File: src/rtl/accel_pkt_rx.sv
// Serial accelerometer packet receiver: 8N1 byte receiver plus two-byte packet
// tracker producing a 14-bit sample with valid/error pulses and inter-byte timeout.
module accel_pkt_rx #(
  parameter int BAUD_DIV = 868,
  parameter int IBTO     = 17360
) (
  input  logic        clk,
  input  logic        rst_n,
  input  logic        RX_A,
  output logic [13:0] Xmeas,
  output logic        accel_vld,
  output logic        frm_err
);

  localparam int CW = $clog2(BAUD_DIV);
  localparam int TW = $clog2(IBTO + 1);
  localparam logic [CW-1:0] HALF_M1 = CW'(BAUD_DIV / 2 - 1);
  localparam logic [CW-1:0] FULL_M1 = CW'(BAUD_DIV - 1);
  localparam logic [TW-1:0] TO_LAST = TW'(IBTO - 1);
  localparam logic [TW-1:0] TO_MAX  = TW'(IBTO);

  localparam logic [2:0] IDLE    = 3'd0;
  localparam logic [2:0] START   = 3'd1;
  localparam logic [2:0] DATA    = 3'd2;
  localparam logic [2:0] STOP    = 3'd3;
  localparam logic [2:0] WAIT_HI = 3'd4;

  logic          rx_meta_r, rx_sync_r, rx_prev_r;
  logic [2:0]    state_r, state_nx;
  logic [CW-1:0] baud_cnt_r, baud_nx;
  logic [2:0]    bit_idx_r, bit_nx;
  logic [7:0]    shift_r, shift_nx;
  logic          byte_ok_s, stop_bad_s, start_det_s, to_hit_s;
  logic          expect_lo_r, to_run_r;
  logic [6:0]    hi_r;
  logic [TW-1:0] to_cnt_r;

  // Two-flop synchronizer plus previous-value flop for falling-edge detection
  always_ff @(posedge clk or negedge rst_n) begin
    if (!rst_n) begin
      rx_meta_r <= 1'b1;
      rx_sync_r <= 1'b1;
      rx_prev_r <= 1'b1;
    end else begin
      rx_meta_r <= RX_A;
      rx_sync_r <= rx_meta_r;
      rx_prev_r <= rx_sync_r;
    end
  end

  // Byte receiver next-state logic; the bit counter is cleared whenever it reaches its terminal value
  always_comb begin
    state_nx    = state_r;
    baud_nx     = baud_cnt_r;
    bit_nx      = bit_idx_r;
    shift_nx    = shift_r;
    byte_ok_s   = 1'b0;
    stop_bad_s  = 1'b0;
    start_det_s = 1'b0;
    case (state_r)
      IDLE: begin
        if (rx_prev_r && !rx_sync_r) begin
          start_det_s = 1'b1;
          state_nx    = START;
          baud_nx     = {CW{1'b0}};
        end else begin
          state_nx = IDLE;
        end
      end
      START: begin
        if (baud_cnt_r == HALF_M1) begin
          baud_nx  = {CW{1'b0}};
          bit_nx   = 3'd0;
          state_nx = rx_sync_r ? IDLE : DATA;
        end else begin
          baud_nx = baud_cnt_r + CW'(1);
        end
      end
      DATA: begin
        if (baud_cnt_r == FULL_M1) begin
          baud_nx  = {CW{1'b0}};
          shift_nx = {rx_sync_r, shift_r[7:1]};
          bit_nx   = bit_idx_r + 3'd1;
          state_nx = (bit_idx_r == 3'd7) ? STOP : DATA;
        end else begin
          baud_nx = baud_cnt_r + CW'(1);
        end
      end
      STOP: begin
        if (baud_cnt_r == FULL_M1) begin
          baud_nx = {CW{1'b0}};
          if (rx_sync_r) begin
            byte_ok_s = 1'b1;
            state_nx  = IDLE;
          end else begin
            stop_bad_s = 1'b1;
            state_nx   = WAIT_HI;
          end
        end else begin
          baud_nx = baud_cnt_r + CW'(1);
        end
      end
      WAIT_HI: begin
        if (rx_sync_r) begin
          state_nx = IDLE;
        end else begin
          state_nx = WAIT_HI;
        end
      end
      default: begin
        state_nx = IDLE;
        baud_nx  = {CW{1'b0}};
      end
    endcase
  end

  // Byte receiver state registers
  always_ff @(posedge clk or negedge rst_n) begin
    if (!rst_n) begin
      state_r    <= IDLE;
      baud_cnt_r <= {CW{1'b0}};
      bit_idx_r  <= 3'd0;
      shift_r    <= 8'h00;
    end else begin
      state_r    <= state_nx;
      baud_cnt_r <= baud_nx;
      bit_idx_r  <= bit_nx;
      shift_r    <= shift_nx;
    end
  end

  // A start detect in the same cycle wins over the timeout, so a byte that just made it is not flagged
  assign to_hit_s = to_run_r && !start_det_s && (to_cnt_r == TO_LAST);

  // Packet tracker, inter-byte timeout and registered outputs; at most one pulse source fires per cycle
  always_ff @(posedge clk or negedge rst_n) begin
    if (!rst_n) begin
      expect_lo_r <= 1'b0;
      hi_r        <= 7'h00;
      to_run_r    <= 1'b0;
      to_cnt_r    <= {TW{1'b0}};
      Xmeas       <= 14'h0000;
      accel_vld   <= 1'b0;
      frm_err     <= 1'b0;
    end else begin
      accel_vld <= 1'b0;
      frm_err   <= 1'b0;
      if (stop_bad_s) begin
        frm_err     <= 1'b1;
        expect_lo_r <= 1'b0;
        to_run_r    <= 1'b0;
        to_cnt_r    <= {TW{1'b0}};
      end else if (byte_ok_s) begin
        if (shift_r[7]) begin
          hi_r        <= shift_r[6:0];
          frm_err     <= expect_lo_r;
          expect_lo_r <= 1'b1;
          to_run_r    <= 1'b1;
          to_cnt_r    <= {TW{1'b0}};
        end else begin
          if (expect_lo_r) begin
            Xmeas     <= {hi_r, shift_r[6:0]};
            accel_vld <= 1'b1;
          end else begin
            frm_err <= 1'b1;
          end
          expect_lo_r <= 1'b0;
          to_run_r    <= 1'b0;
          to_cnt_r    <= {TW{1'b0}};
        end
      end else if (to_hit_s) begin
        frm_err     <= 1'b1;
        expect_lo_r <= 1'b0;
        to_run_r    <= 1'b0;
        to_cnt_r    <= TO_MAX;
      end else if (start_det_s) begin
        to_run_r <= 1'b0;
      end else if (to_run_r) begin
        to_cnt_r <= to_cnt_r + TW'(1);
      end else begin
        to_run_r <= 1'b0;
      end
    end
  end

endmodule

File: config.mk
export PLATFORM = sky130hd
export DESIGN_NAME = accel_pkt_rx
export DESIGN_NICKNAME = d
export VERILOG_FILES = /design/src/rtl/accel_pkt_rx.sv
export SDC_FILE = /design/constraint.sdc
export NUM_CORES = 1
export LEC_CHECK = 0
export CAP_MARGIN = 20
export CORE_UTILIZATION = 40
export DETAILED_ROUTE_END_ITERATION = 8
export HOLD_SLACK_MARGIN = 0.03
export MAX_ROUTING_LAYER = met4
export PLACE_DENSITY = 0.65
export REMOVE_ABC_BUFFERS = 1
export SYNTH_ARGS = -nofsm -noshare
export SYNTH_HDL_FRONTEND = slang
export SYNTH_SLANG_ARGS = --single-unit
File: constraint.sdc
create_clock -name clk -period 3 [get_ports clk]
set_input_delay 0.45 -clock clk [delete_from_list [all_inputs] [get_ports clk]]
set_output_delay 0.45 -clock clk [all_outputs]
set_load 0.05 [all_outputs]
Word level (Yosys, flattened, before mapping) --
Index checks and enable logic that the tools add are counted. Widths: inputs -> output; s select.
Operators by class: add/sub/neg operators 3, equality and inequality tests 13, multiplexer cells 46, bitwise gates (word level) 3, reduce and logical (&&, ||, !) cells 17
Operator list (number):
- $mux 15 | 5
- $pmux 10 s4 | 1
- $mux 10 | 3
- $mux 1 | 28
- $mux 3 | 6
- $add 15x1->15 const B | 1
- $eq 15x15->1 const B | 1
- $pmux 3 s5 | 1
- $add 10x1->10 const B | 1
- $eq 10x10->1 const B | 1
- $eq 10x9->1 const B | 1
- $reduce_and 3->1 | 3
- $ne 2x2->1 const B | 4
- $eq 3x2->1 const B | 2
- $eq 3x3->1 const B | 2
- $pmux 3 s2 | 1
- $reduce_and 2->1 | 3
- $ne 4x3->1 const B | 1
- $reduce_and 4->1 | 1
- $reduce_bool 4->1 | 1
- $add 3x1->3 const B | 1
- $eq 3x1->1 const B | 1
- $logic_and 1x1->1 | 3
- $logic_not 3->1 | 1
- 6 further kinds | 9
Word-level totals: register bits after elaboration 67, input port bits 3, output and inout bits 16, word-level logic and storage cells 96

Logic depth before layout (Yosys ltp) --
depth in word-level cells 10, mapped depth 8, gate-level depth less buffers 7

Worst setup path after synthesis --
Ideal clock, no wire load.
kind flip-flop to flip-flop, from register baud_cnt_r[0], to register Xmeas[10], library setup time 0.127 ns, data arrival time 1.962 ns, required time 2.873 ns, setup slack 0.911 ns, stages on the path, launching flop included 9, buffers on the path 2, clock period less this slack 2.089 ns, cells stage by stage dfrtp_1 -> ha_1 -> and4bb_1 -> nand3_1 -> nor3_2 -> and4_1 -> buf_4 -> buf_6 -> mux2_1
Between the ends: word-level cells in the longest chain between the ends 5, elaborated cells on any way between the ends 7, those cells by class eq/ne (1); mux (4); bitwise (1); reduce/logical (1)
Ends and longest elaborated chain:
- start, declared | line 30 | logic [CW-1:0] baud_cnt_r, baud_nx;
- start signal, assigned | line 121 | baud_cnt_r <= {CW{1'b0}};
- start signal, assigned | line 126 | baud_cnt_r <= baud_nx;
- $eq 10x10->1 * | line 90 | if (baud_cnt_r == FULL_M1) begin
- $mux 1 | line 90
- $mux 1 | line 60 | case (state_r)
- $not 1->1 (no line)
- $reduce_and 4->1 (no line) *
- end signal, assigned | line 162 | Xmeas <= {hi_r, shift_r[6:0]};
- end, declared | line 10 | output logic [13:0] Xmeas,
Mark *: on every way between the ends. The rest lies on a longest branch, timed or not. A chain may end at the register's enable or synchronous reset.

Worst setup path after layout --
from register baud_cnt_r[0], to register Xmeas[5]
Same word-level chain as after synthesis.

==> impl_metrics.env <==
export IMPL_max_stage_delay_ps=410
export IMPL_wl_per_cell_um=13.73
export IMPL_total_switching_power_uw=432.2
export IMPL_finalPower_uw=1933
export IMPL_num_rows=31
export IMPL_ys_ff_latch=67
export IMPL_grt_usage_pct=16.85
export IMPL_clkSlewWorstSetupHoldPaths_ps=80
export IMPL_max_clock_freq_mhz=422.1
export IMPL_slew_limit_headroom_pct=45.47
export IMPL_grt_pass1_wl_um=9625
export IMPL_yosysUniqueCellTypes=48
export IMPL_vias=2079
export IMPL_final_nets=300
export IMPL_drt_iter0_markers=117
export IMPL_hold_path_class="input port to asynchronous set/reset pin"
export IMPL_overflow=0
export IMPL_grt_pass1_vias=2093
export IMPL_outcome="finished, final reports clean"
export IMPL_dpl_instance_area_um2=3346
export IMPL_fp_dieArea_um2=7973
export IMPL_synth_cells=264
export IMPL_ys_seq_area_share_pct=55.13
export IMPL_final_cell_area_um2=3593
export IMPL_cts_root_buf="clkbuf_8"
export IMPL_p_int_uw=1501
export IMPL_switching_share_pct=22.36
export IMPL_slew_viol_final=0
export IMPL_startpoint_type="register"
export IMPL_netlist_area_um2=3048
export IMPL_synthArstFlopShare_pct=100.0
export IMPL_ir_worst_vdd_mv=0.2765
export IMPL_rsz0062_at_grt="no"
export IMPL_cap_violations=0
export IMPL_io_buffers=18
export IMPL_start_util_pct=41.80
export IMPL_core_area_um2=7292
export IMPL_cts_resized=0
export IMPL_clock_latency_ps=350
export IMPL_power_frac_comb_pct=3.8
export IMPL_post_cts_buffers=0
export IMPL_drc=0
export IMPL_p_per_area_nw_per_um2=538.0
export IMPL_antenna_found_initial=0
export IMPL_seqPwrFrac_pct=48.5
export IMPL_clock_path_buffers=2
export IMPL_post_route_period_util_pct=78.97
export IMPL_synth_enable_flop_cells=0
export IMPL_crit_type="register to register"
export IMPL_cpMaxStageDelayCell="dfrtp_1"
export IMPL_path_max_fanout=14
export IMPL_clkSinkCount=67
export IMPL_detail_route_antenna_nets=0
export IMPL_avgSynthCellArea_um2=11.55
export IMPL_hold_viol=0
export IMPL_cts_inserted_buffers=9
export IMPL_gp_congestion=0.7894
export IMPL_fp_dieW_um=89.29
export IMPL_skew_ps=6.487
export IMPL_tritoncts="done"
export IMPL_power_leakage_uw=0.001665
export IMPL_diodes=0
export IMPL_synth_ff_type="dfrtp_1"
export IMPL_max_slew_worst_pin_slew_ps=817.9
export IMPL_ys_warn_count=0
export IMPL_die_y_um=89.29
export IMPL_min_period_ps=2369
export IMPL_crit_required_ps=3230
export IMPL_worstSetupEndpointType="register"
export IMPL_tns_ps=0
export IMPL_clkPwrFrac_pct=47.7
export IMPL_grt_max_degree=68
export IMPL_r2r_start="baud_cnt_r[0]"
export IMPL_final_setup_viol_count=0
export IMPL_ioPinCount=19
export IMPL_drive_gt1_share_pct=12.84
export IMPL_worst_endpoint_arrival_ps=2600
export IMPL_startpoint="baud_cnt_r[0]"
export IMPL_hpwl_um=3641
export IMPL_viasPerCell=5.263
export IMPL_ctsHoldBuffers=0
export IMPL_areaGrowthSynthToFinish_pct=17.90
export IMPL_totalWireLength_um=5425
export IMPL_drt_pass1_iterations=4
export IMPL_h_tree_depth=3
export IMPL_path_cells="ha_1 -> and4bb_1 -> nand3_1 -> nor3_2 -> and4_1 -> buf_4 -> mux2_1"
[final cells by class]
| cell class | count | area, µm² |
|---|---|---|
| sequential | 67 | 1680 |
| multi-input combinational | 185 | 1310 |
| clock inverter | 7 | 123.9 |
| fill | 694 | 3699 |
| clock buffer | 9 | 123.9 |
| tap | 99 | 123.9 |
| inverter | 5 | 18.77 |
| timing repair buffer | 23 | 212.7 |
[kinds of logic (layout without fill, tap and decap cells)]
| logic type | Yosys count | count (layout) | share of synthesized area, % |
|---|---|---|---|
| AO/OA/AOI/OAI | 31 | 31 | 7.061 |
| AND/OR/NAND/NOR | 105 | 105 | 18.68 |
| buffers and inverters | 12 | 44 | 1.888 |
| multiplexers | 30 | 30 | 11.04 |
| adder cells (fa/ha/maj) | 6 | 6 | 2.463 |
| flip-flops | 67 | 67 | 55.13 |
| XOR/XNOR | 13 | 13 | 3.736 |
[stage by stage]
stage / utilization (%) / instances / worst slack, ps / hold slack (ps)
floorplan: - / 257 / 517.8 / 154.4
global placement: 45.88 / 379 / 725.4 / 346.9
detailed placement: 45.88 / 379 / 630.9 / 346.8
CTS: 49.28 / 395 / 611.1 / 304.0
global route: 49.28 / 395 / 431.4 / 365.9
finish: 49.28 / 395 / 630.8 / 273.0
[final timing paths]
path / endpoint / slack (ps) / cells after the start
max: Xmeas[5] / 630 / 7
min: to_cnt_r[8] / 270 / 2
max reg2reg: Xmeas[5] / 630 / 7
min reg2reg: rx_sync_r / 360 / 0
max in group asynchronous: bit_idx_r[2] / 2190 / 2
min in group clk: rx_sync_r / 360 / 0
[layer usage]
| layer | GRT usage [%] | wire length (µm) | vias to the layer above |
|---|---|---|---|
| met5 | - | 0 | - |
| li1 | - | - | 998 |
| met1 | 20.60 | 2550 | 1042 |
| met2 | 24.71 | 2516 | 26 |
| met3 | 5.355 | 199 | 13 |
| met4 | 9.380 | 158 | 0 |
[layout by cell type, fill, tap and decap left out, drive strengths merged, types with 2 or more instances in the layout]
cell,n
inv,7
nor4,3
clkdlybuf4s50,17
xor2,9
nor3,10
or2,2
ha,6
dfrtp,64
nand2,26
nand3,16
a21oi,6
bufinv,3
a21o,2
nor2,22
and4,2
xnor2,4
nand4,3
and3,6
a211oi,3
o21ai,10
clkbuf,9
o31ai,2
nand2b,2
a22o,2
buf,6
mux2,29
dfstp,3
or3,5
[power groups by stage]
stage | registers, µW | logic, µW | clock network [µW]
after global placement | 954 | 71.6 | 0
after floorplan | 952 | 40.5 | 0
after CTS | 938 | 75.0 | 949
after global routing | 942 | 84.7 | 987
after detailed placement | 955 | 74.5 | 0
final | 938 | 72.6 | 923
[Yosys cell counts (all sizes together) (3+ instances only)]
cell type  number  area share, %
buf             3           0.78
inv             5           0.62
dfrtp          64             53
nand4           3           0.62
nor4            3           0.82
xnor2           4            1.1
dfstp           3            2.6
ha              6            2.5
xor2            9            2.6
mux2           29             11
and3            6            1.2
clkbuf          4           0.49
o21ai          10            1.6
nor2           22            2.7
a211oi          3           0.74
nand2          26            3.2
a21oi           6           0.99
or3             5            1.0
nor3           10            2.3
nand3          16            2.6
[registers in the layout (all words and copies together) (netlist names), 3 cells and up]
signal and cells:
shift_r 8, state_r 3, bit_idx_r 3, baud_cnt_r 10, to_cnt_r 15, Xmeas 14, hi_r 7
[worst max-delay path, delay by kind of cell (launching register included)]
kind          cells  cell delay (ps)
simple gates      4             1040
flops             1              410
mux               1              350
fa+ha+maj         1              230
buf+inv           1              220
Note: power is estimated with default switching activity, not from simulation.
